File: src/rtl/store_pkg.sv
// Shared store-path definitions: size codes, controller states, lane masks.
// Used by the store-type decoder, store_align and store_ctrl.
package store_pkg;

    localparam logic [1:0] ST_SZ_W   = 2'b00;
    localparam logic [1:0] ST_SZ_H   = 2'b01;
    localparam logic [1:0] ST_SZ_B   = 2'b10;
    localparam logic [1:0] ST_SZ_ILL = 2'b11;

    typedef enum logic [1:0] {
        S_IDLE  = 2'd0,
        S_BEAT0 = 2'd1,
        S_BEAT1 = 2'd2,
        S_RESP  = 2'd3
    } state_t;

    // Byte mask of an unshifted store of the given size.
    function automatic logic [3:0] size_mask(input logic [1:0] sz);
        logic [3:0] m;
        case (sz)
            ST_SZ_W: m = 4'b1111;
            ST_SZ_H: m = 4'b0011;
            ST_SZ_B: m = 4'b0001;
            default: m = 4'b0000;
        endcase
        return m;
    endfunction

    // True when the store spills into the next word.
    function automatic logic needs_split(
        input logic [1:0] sz,
        input logic [1:0] off
    );
        logic [7:0] be;
        be = {4'b0000, size_mask(sz)} << off;
        return |be[7:4];
    endfunction

endpackage

File: src/rtl/store_ctrl_if.sv
// Store request handshake and data-memory write port bundle.
// slave = store_ctrl side, master = MEM stage / memory side.
interface store_ctrl_if #(
    parameter int AW = 32
);
    logic          st_valid;
    logic          st_ready;
    logic [1:0]    st_size;
    logic [AW-1:0] st_addr;
    logic [31:0]   st_wdata;
    logic          st_done;
    logic          st_fault;
    logic          mem_req;
    logic [AW-1:0] mem_addr;
    logic [31:0]   mem_wdata;
    logic [3:0]    mem_be;
    logic          mem_gnt;

    modport slave (
        input  st_valid, st_size, st_addr, st_wdata, mem_gnt,
        output st_ready, st_done, st_fault,
        output mem_req, mem_addr, mem_wdata, mem_be
    );

    modport master (
        output st_valid, st_size, st_addr, st_wdata, mem_gnt,
        input  st_ready, st_done, st_fault,
        input  mem_req, mem_addr, mem_wdata, mem_be
    );
endinterface

File: src/rtl/store_align.sv
// Combinational lane alignment: 8-bit enables and 64-bit data over two words.
// split flags that the upper word is touched.
module store_align
    import store_pkg::*;
(
    input  logic [1:0]  i_size,
    input  logic [1:0]  i_off,
    input  logic [31:0] i_wdata,
    output logic [7:0]  o_be8,
    output logic [63:0] o_d64,
    output logic        o_split
);

    assign o_be8   = {4'b0000, size_mask(i_size)} << i_off;
    assign o_d64   = {32'b0, i_wdata} << {i_off, 3'b000};
    assign o_split = |o_be8[7:4];

endmodule

File: src/rtl/store_ctrl.sv
// Store sequencer: one store in, one or two data-memory write beats out.
// STORE_CTRL_MISALIGN_SPLIT_EN enables two-beat misaligned stores.
module store_ctrl
    import store_pkg::*;
#(
    parameter int AW      = 32,
    parameter int TIMEOUT = 16
) (
    input logic       clk,
    input logic       rst,
    store_ctrl_if.slave bus
);

    localparam int CW = (TIMEOUT > 1) ? $clog2(TIMEOUT + 1) : 1;

    state_t        r_state;
    logic          r_req;
    logic          r_done;
    logic          r_fault;
    logic [CW-1:0] r_cnt;
    logic [1:0]    r_size;
    logic [AW-1:0] r_addr;
    logic [31:0]   r_wdata;

    logic [7:0]    w_be8;
    logic [63:0]   w_d64;
    logic          w_split;
    logic          w_hi;
    logic          w_tmo;
    logic [AW-1:0] w_base;

    store_align u_align (
        .i_size  (r_size),
        .i_off   (r_addr[1:0]),
        .i_wdata (r_wdata),
        .o_be8   (w_be8),
        .o_d64   (w_d64),
        .o_split (w_split)
    );

`ifndef STORE_CTRL_MISALIGN_SPLIT_EN
    logic w_unused_split;
    assign w_unused_split = w_split;
`endif

    assign w_hi   = (r_state == S_BEAT1);
    assign w_base = {r_addr[AW-1:2], 2'b00};
    assign w_tmo  = (TIMEOUT != 0) &&
                    (({1'b0, r_cnt} + (CW+1)'(1)) == (CW+1)'(TIMEOUT));

    assign bus.st_ready  = (r_state == S_IDLE) & ~rst;
    assign bus.st_done   = r_done;
    assign bus.st_fault  = r_fault;
    assign bus.mem_req   = r_req;
    assign bus.mem_addr  = !r_req ? '0 : (w_hi ? w_base + AW'(4) : w_base);
    assign bus.mem_be    = !r_req ? 4'b0 : (w_hi ? w_be8[7:4] : w_be8[3:0]);
    assign bus.mem_wdata = !r_req ? 32'b0 : (w_hi ? w_d64[63:32] : w_d64[31:0]);

    // Request capture, beat sequencing, grant timeout and completion pulses.
    always_ff @(posedge clk or posedge rst) begin
        if (rst) begin
            r_state <= S_IDLE;
            r_req   <= 1'b0;
            r_done  <= 1'b0;
            r_fault <= 1'b0;
            r_cnt   <= '0;
            r_size  <= 2'b00;
            r_addr  <= '0;
            r_wdata <= 32'b0;
        end else begin
            r_done  <= 1'b0;
            r_fault <= 1'b0;
            case (r_state)
                S_IDLE: begin
                    if (bus.st_valid) begin
                        r_size  <= bus.st_size;
                        r_addr  <= bus.st_addr;
                        r_wdata <= bus.st_wdata;
                        r_cnt   <= '0;
                        if (bus.st_size == ST_SZ_ILL) begin
                            r_fault <= 1'b1;
                            r_state <= S_RESP;
                        end
`ifndef STORE_CTRL_MISALIGN_SPLIT_EN
                        else if (needs_split(bus.st_size, bus.st_addr[1:0])) begin
                            r_fault <= 1'b1;
                            r_state <= S_RESP;
                        end
`endif
                        else begin
                            r_req   <= 1'b1;
                            r_state <= S_BEAT0;
                        end
                    end
                end
                S_BEAT0, S_BEAT1: begin
                    if (bus.mem_gnt) begin
                        r_cnt <= '0;
`ifdef STORE_CTRL_MISALIGN_SPLIT_EN
                        if (r_state == S_BEAT0 && w_split) begin
                            r_state <= S_BEAT1;
                        end else begin
                            r_req   <= 1'b0;
                            r_done  <= 1'b1;
                            r_state <= S_RESP;
                        end
`else
                        r_req   <= 1'b0;
                        r_done  <= 1'b1;
                        r_state <= S_RESP;
`endif
                    end else if (w_tmo) begin
                        r_req   <= 1'b0;
                        r_fault <= 1'b1;
                        r_state <= S_RESP;
                    end else begin
                        r_cnt <= r_cnt + CW'(1);
                    end
                end
                S_RESP: begin
                    r_state <= S_IDLE;
                end
                default: begin
                    r_state <= S_IDLE;
                    r_req   <= 1'b0;
                end
            endcase
        end
    end

endmodule

File: src/flat_wrapper.sv
// flat-port wrapper written by rule: the top's interface ports become plain ports
module store_ctrl_flat import store_pkg::*;
#(
    parameter int AW      = 32,
    parameter int TIMEOUT = 16
)
  (clk, rst, bus_st_valid, bus_st_size, bus_st_addr, bus_st_wdata, bus_mem_gnt, bus_st_ready, bus_st_done, bus_st_fault, bus_mem_req, bus_mem_addr, bus_mem_wdata, bus_mem_be);
  store_ctrl_if #(.AW(AW)) bus_i ();
  input logic clk;
  input logic rst;
  input wire logic [$bits(bus_i.st_valid)-1:0] bus_st_valid;
  input wire logic [$bits(bus_i.st_size)-1:0] bus_st_size;
  input wire logic [$bits(bus_i.st_addr)-1:0] bus_st_addr;
  input wire logic [$bits(bus_i.st_wdata)-1:0] bus_st_wdata;
  input wire logic [$bits(bus_i.mem_gnt)-1:0] bus_mem_gnt;
  output wire logic [$bits(bus_i.st_ready)-1:0] bus_st_ready;
  output wire logic [$bits(bus_i.st_done)-1:0] bus_st_done;
  output wire logic [$bits(bus_i.st_fault)-1:0] bus_st_fault;
  output wire logic [$bits(bus_i.mem_req)-1:0] bus_mem_req;
  output wire logic [$bits(bus_i.mem_addr)-1:0] bus_mem_addr;
  output wire logic [$bits(bus_i.mem_wdata)-1:0] bus_mem_wdata;
  output wire logic [$bits(bus_i.mem_be)-1:0] bus_mem_be;
  assign bus_i.st_valid = bus_st_valid;
  assign bus_i.st_size = bus_st_size;
  assign bus_i.st_addr = bus_st_addr;
  assign bus_i.st_wdata = bus_st_wdata;
  assign bus_i.mem_gnt = bus_mem_gnt;
  assign bus_st_ready = bus_i.st_ready;
  assign bus_st_done = bus_i.st_done;
  assign bus_st_fault = bus_i.st_fault;
  assign bus_mem_req = bus_i.mem_req;
  assign bus_mem_addr = bus_i.mem_addr;
  assign bus_mem_wdata = bus_i.mem_wdata;
  assign bus_mem_be = bus_i.mem_be;
  store_ctrl #(.AW(AW), .TIMEOUT(TIMEOUT)) u_core (.clk(clk), .rst(rst), .bus(bus_i));
endmodule
File: config.mk
export PLATFORM = sky130hd
export DESIGN_NAME = store_ctrl_flat
export DESIGN_NICKNAME = d
export VERILOG_FILES = /design/src/rtl/store_pkg.sv /design/src/rtl/store_ctrl_if.sv /design/src/rtl/store_align.sv /design/src/rtl/store_ctrl.sv /design/src/flat_wrapper.sv
export SDC_FILE = /design/constraint.sdc
export NUM_CORES = 1
export LEC_CHECK = 0
export BUFFER_PORTS_ARGS = -buffer_cell sky130_fd_sc_hd__buf_2
export CAP_MARGIN = 10
export CORE_MARGIN = 5
export CORE_UTILIZATION = 58
export CTS_BUF_LIST = sky130_fd_sc_hd__clkbuf_16
export DETAILED_ROUTE_END_ITERATION = 8
export PLACE_DENSITY = 0.95
export SETUP_SLACK_MARGIN = 0.4
export SKIP_CTS_REPAIR_TIMING = 1
export SLEW_MARGIN = 20
export SYNTH_ARGS = -nofsm -noshare
export SYNTH_HDL_FRONTEND = slang
export SYNTH_HIERARCHICAL = 1
export SYNTH_SLANG_ARGS = --single-unit
File: constraint.sdc
create_clock -name clk -period 4.63 [get_ports clk]
set_input_delay 0.2315 -clock clk [delete_from_list [all_inputs] [get_ports clk]]
set_output_delay 0.2315 -clock clk [all_outputs]
set_load 0.1 [all_outputs]
* Yosys cells after proc, flatten, opt, wreduce, memory -nomap -nowiden
Cells that the tools add are included.
** Operators by class
- Multiplexer cells :: 35
- Reductions and logical operators :: 10
- $add $sub $neg :: 3
- Equality and inequality tests :: 14
- Shifts and indexed selects :: 3
- Bitwise logic cells :: 2
** Operators by type and width (count)
- $mux 32 :: 4
- $shl 32x5->64 :: 1
- $add 32x3->32 const B :: 1
- $pmux 4 s3 :: 2
- $mux 4 :: 5
- $shl 4x2->8 :: 2
- $mux 5 :: 3
- $mux 1 :: 12
- $eq 2x2->1 const B :: 5
- $mux 2 :: 5
- $pmux 5 s2 :: 1
- $add 5x1->6 const B :: 1
- $eq 2x1->1 const B :: 3
- $eq 6x5->1 const B :: 1
- $logic_not 2->1 :: 3
- $ne 2x2->1 const B :: 3
- $pmux 2 s3 :: 1
- $add 5x1->5 const B :: 1
- $reduce_and 5->1 :: 1
- $pmux 1 s2 :: 2
- $reduce_and 2->1 :: 2
- $reduce_or 4->1 :: 1
- $ne 3x2->1 const B :: 1
- $ne 3x3->1 const B :: 1
- other kinds (5) :: 5
** Word-level totals
- Word-level logic and storage cells :: 75
- Bits of input ports :: 70
- Register bits :: 76

* Longest topological paths before layout
- Word-level depth :: 11
- Gate-level depth with buffers :: 9
- Gate-level depth less buffers :: 7

* Cells and area by module
The synthesis kept the hierarchy.
** By module, submodules not included
- store_ctrl :: cells each 419, times used 1, area an instance 4295.4 sq um, sequential area each 1901.8 sq um
- store_align :: cells each 146, times used 1, area an instance 972.2 sq um, sequential area each 0.0 sq um

* Least setup slack after synthesis
Ideal clock, no wire load.
- Kind :: flip-flop to output port
- Start point :: register u_core.r_state[0]
- End point :: output bus_mem_addr[30]
- Required time :: 4.398 ns
- Cell stages (with the launch flop) :: 8
- Path slack :: 0.587 ns
- Buffers on the path :: 1
- Arrival time :: 3.811 ns
- Cell sequence :: dfrtp_1 inv_1 ha_1 buf_2 nand4_1 nor4_1 nand3_1 o21ai_0
** On the way
- Word-level cells in the longest chain between the ends :: 3
** Ends and longest elaborated chain
- start: declaration :: RTL line store_ctrl.sv:16 : state_t r_state;
- start signal: assignment :: RTL line store_ctrl.sv:62 : r_state <= S_IDLE;
- start signal: assignment :: RTL line store_ctrl.sv:82 : r_state <= S_RESP;
- start signal: assignment :: RTL line store_ctrl.sv:87 : r_state <= S_RESP;
- $eq 2x2->1 :: RTL line store_ctrl.sv:46 : assign w_hi = (r_state == S_BEAT1);
- $mux 32 (2 in a row) :: RTL line store_ctrl.sv:55 : assign bus.mem_addr = !r_req ? '0 : (w_hi ? w_base + AW'(4) : w_base);
- end: declaration :: RTL line flat_wrapper.sv:20 : output wire logic [$bits(bus_i.mem_addr)-1:0] bus_mem_addr;
Every way passes these cells.

* Worst setup path after layout
- Start point :: register u_core.r_addr[0]
- End point :: output bus_mem_wdata[17]
** On the way
- Word-level cells in the longest chain between the ends :: 3
** Ends and longest elaborated chain
- start: declaration :: RTL line store_ctrl.sv:22 : logic [AW-1:0] r_addr;
- start signal: assignment :: RTL line store_ctrl.sv:77 : r_addr <= bus.st_addr;
- $shl 32x5->64 :: RTL line store_align.sv:15 : assign o_d64 = {32'b0, i_wdata} << {i_off, 3'b000};
- named net u_core.w_d64[17] :: RTL line store_ctrl.sv:26 : logic [63:0] w_d64;
- $mux 32 (2 in a row) :: RTL line store_ctrl.sv:57 : assign bus.mem_wdata = !r_req ? 32'b0 : (w_hi ? w_d64[63:32] : w_d64[31:0]);
- end: declaration :: RTL line flat_wrapper.sv:21 : output wire logic [$bits(bus_i.mem_wdata)-1:0] bus_mem_wdata;
The timed path passes the listed nets, and every way through them passes these cells.

==> key figures <==
Layout
  • Synth-to-layout area growth: 17.9%
  • Nets@finish: 757
  • Fraction of layout instances using a drive strength above 1: 0.356
  • Number of non-filler instances in the completed layout: ~800

Die
  • Floorplan die width: 105 µm
  • Core Region: between 8000 and 9000 µm²
  • I/O pin cnt: approximately 140
  • Area of the die: about 11,000 µm²
  • Starting Density: 0.601
  • Site row count: 34
  • Height of the chip: roughly 110 µm

Timing
  • RSZ-0062 raised after global routing: false
  • Final hold violations: 0
  • Actual slew at the worst max-slew pin: around 1100 ps
  • Fmax: ~0.31 GHz
  • Worst-case clock skew: 7.21 ps
  • Period utilization: 0.708
  • Final Critical Period: ~3300 ps
  • Worst slew margin: 0.277
  • Count of pins over their slew limit: 0
  • # setup viols final: 0
  • Setup Total Neg Slack: 0 ps

Routing
  • Via-to-Cell Ratio: 5.79
  • Number of DRC markers in iteration 0: 400
  • Remaining antenna violation count: 0
  • Total Wirelength: approximately 14,000 µm
  • Number of optimization iterations in the first detailed-route pass: 5
  • Total number of vias: between 4,000 and 5,000
  • WL/cell: approximately 18 µm
  • Remaining DRCs: 0

Critical path
  • Critical path class: reg2out
  • Data required time at the worst endpoint: 4400 ps
  • CP max FO: 62
  • Slack of the worst reg-to-reg path: around 2100 ps
  • Startpoint type of the worst setup path: flop
  • Crit path capture type: primary output
  • Chain of cells forming the critical path: nor2b_1 > nand2_1 > o21ai_1 > mux2i_1 > nor2_1 > buf_2
  • Worst path max stage delay: 1080 ps
  • Data arrival time of the worst path: between 3000 and 4000 ps
  • Critical path's slowest cell: dfrtp_2

Job
  • Number of maximum-capacitance constraint violations: 0

Hold path
  • Type of the most critical hold path: in2async

Yosys
  • Synthesis Warnings: 6
  • Syn Std Cell Area: 5260 µm²
  • Synthesized instance count: about 560
  • Synthesized area divided by synthesized cell count: approximately 9.3 µm²

GRT
  • Vias in the first global route: between 4,000 and 5,000
  • Maximum number of pins on one net before global-route repair: 66
  • Number of antenna violations at the first check in global routing: 1
  • Total gr overflow: 0
  • GRT Resource Usage Total: 0.248
  • First-pass GRT wire length: roughly 23,000 µm

Placement
  • Placed instance count: between 700 and 800
  • Detailed placement HPWL: around 10,000 µm
  • Buffers added on ports: roughly 140
  • Weighted congestion at the end of routability-driven global placement: 0.865

CTS
  • Post-CTS clock slew at the launch and capture registers of the worst setup and hold paths: around 60 ps
  • CTS tree: built
  • Clk Latency, worst-skew pair: ~330 ps
  • Master cell of the clock root buffer: clkbuf_16
  • Total clock sinks: 76
  • Maximum number of buffers from clock root to sink: 2
  • Clock buffer count from CTS: 9
  • Number of H-tree levels: 3

Run status
  • Outcome: finished, final reports clean
metal layers:
layer | GRT usage | up-vias | share of wire
met5 | 0 | - | 0
met4 | 0.0941 | 0 | 0.026
li1 | - | 2152 | -
met3 | 0.0495 | 34 | 0.066
met2 | 0.412 | 204 | 0.50
met1 | 0.318 | 2215 | 0.41
path summary, 6_finish.rpt:
path | end | start | cells after the start
worst max-delay path | bus_mem_wdata[17] | u_core/r_addr[0]$_DFFE_PP0P_ | 6
worst min register to register | u_core/r_addr[15]$_DFFE_PP0P_ | u_core/r_addr[15]$_DFFE_PP0P_ | 1
worst max register to register | u_core/r_addr[4]$_DFFE_PP0P_ | u_core/r_state[1]$_DFFE_PP0P_ | 5
max in group asynchronous | u_core/r_addr[0]$_DFFE_PP0P_ | rst | 3
min in group clk | u_core/r_addr[9]$_DFFE_PP0P_ | bus_st_addr[9] | 2
worst min-delay path | u_core/r_addr[25]$_DFFE_PP0P_ | rst | 2
cell type report:
type	instances	area, µm²
Multi-Input combinational cell	437	3090
Fill cell	631	2560
Sequential cell	76	1900
Timing Repair Buffer	143	726
Clock buffer	9	225
Tap cell	108	135
Clock inverter	7	68.8
Inverter	14	53.8
Antenna cell	1	2.50
layout by cell type (no fill, tap or decap), types with 2 or more instances in the layout:
cell	instances
buf_2	139
nor2_1	95
dfrtp_1	75
mux2_2	74
mux2i_1	64
nand2_1	30
a21oi_1	19
o21ai_0	16
xor2_1	16
nand3_1	14
and2_1	13
inv_1	12
nand4_1	11
conb_1	11
clkbuf_16	9
nor3_1	8
xnor2_1	8
a22o_1	8
and3_1	8
nand2b_1	6
or3_1	6
nor2b_1	5
ha_1	5
buf_4	4
clkinv_2	3
clkinv_4	2
nor3_2	2
inv_2	2
nor2_2	2
critical path, delay by kind of cell, from the launching register on:
family                 cells  cell delay [ps]
AO/OA/AOI/OAI              1               90
flip-flops                 1             1080
buffers and inverters      1              490
AND/OR/NAND/NOR            3              940
multiplexers               1               90
state kept, by name (all words and copies together) (netlist names):
name / count
u_core/bus.st_done: 1
u_core/r_wdata: 32
u_core/r_cnt: 5
u_core/bus.mem_req: 1
u_core/r_addr: 32
u_core/bus.st_fault: 1
u_core/r_size: 2
u_core/r_state: 2
metrics by stage:
stage	cell area, µm²	setup WS, ps	util	hold slack [ps]
2_1_floorplan	5300	587	-	360
3_3_place_gp	5900	1780	0.674	458
3_5_place_dp	5900	1610	0.674	468
4_1_cts	6200	1220	0.707	129
5_1_grt	6210	1170	0.708	124
6_report	6210	1350	0.708	104
Power is left out: the tool's default activity adds up to more than one toggle a clock period on the data nets, which glitch-free logic cannot reach.
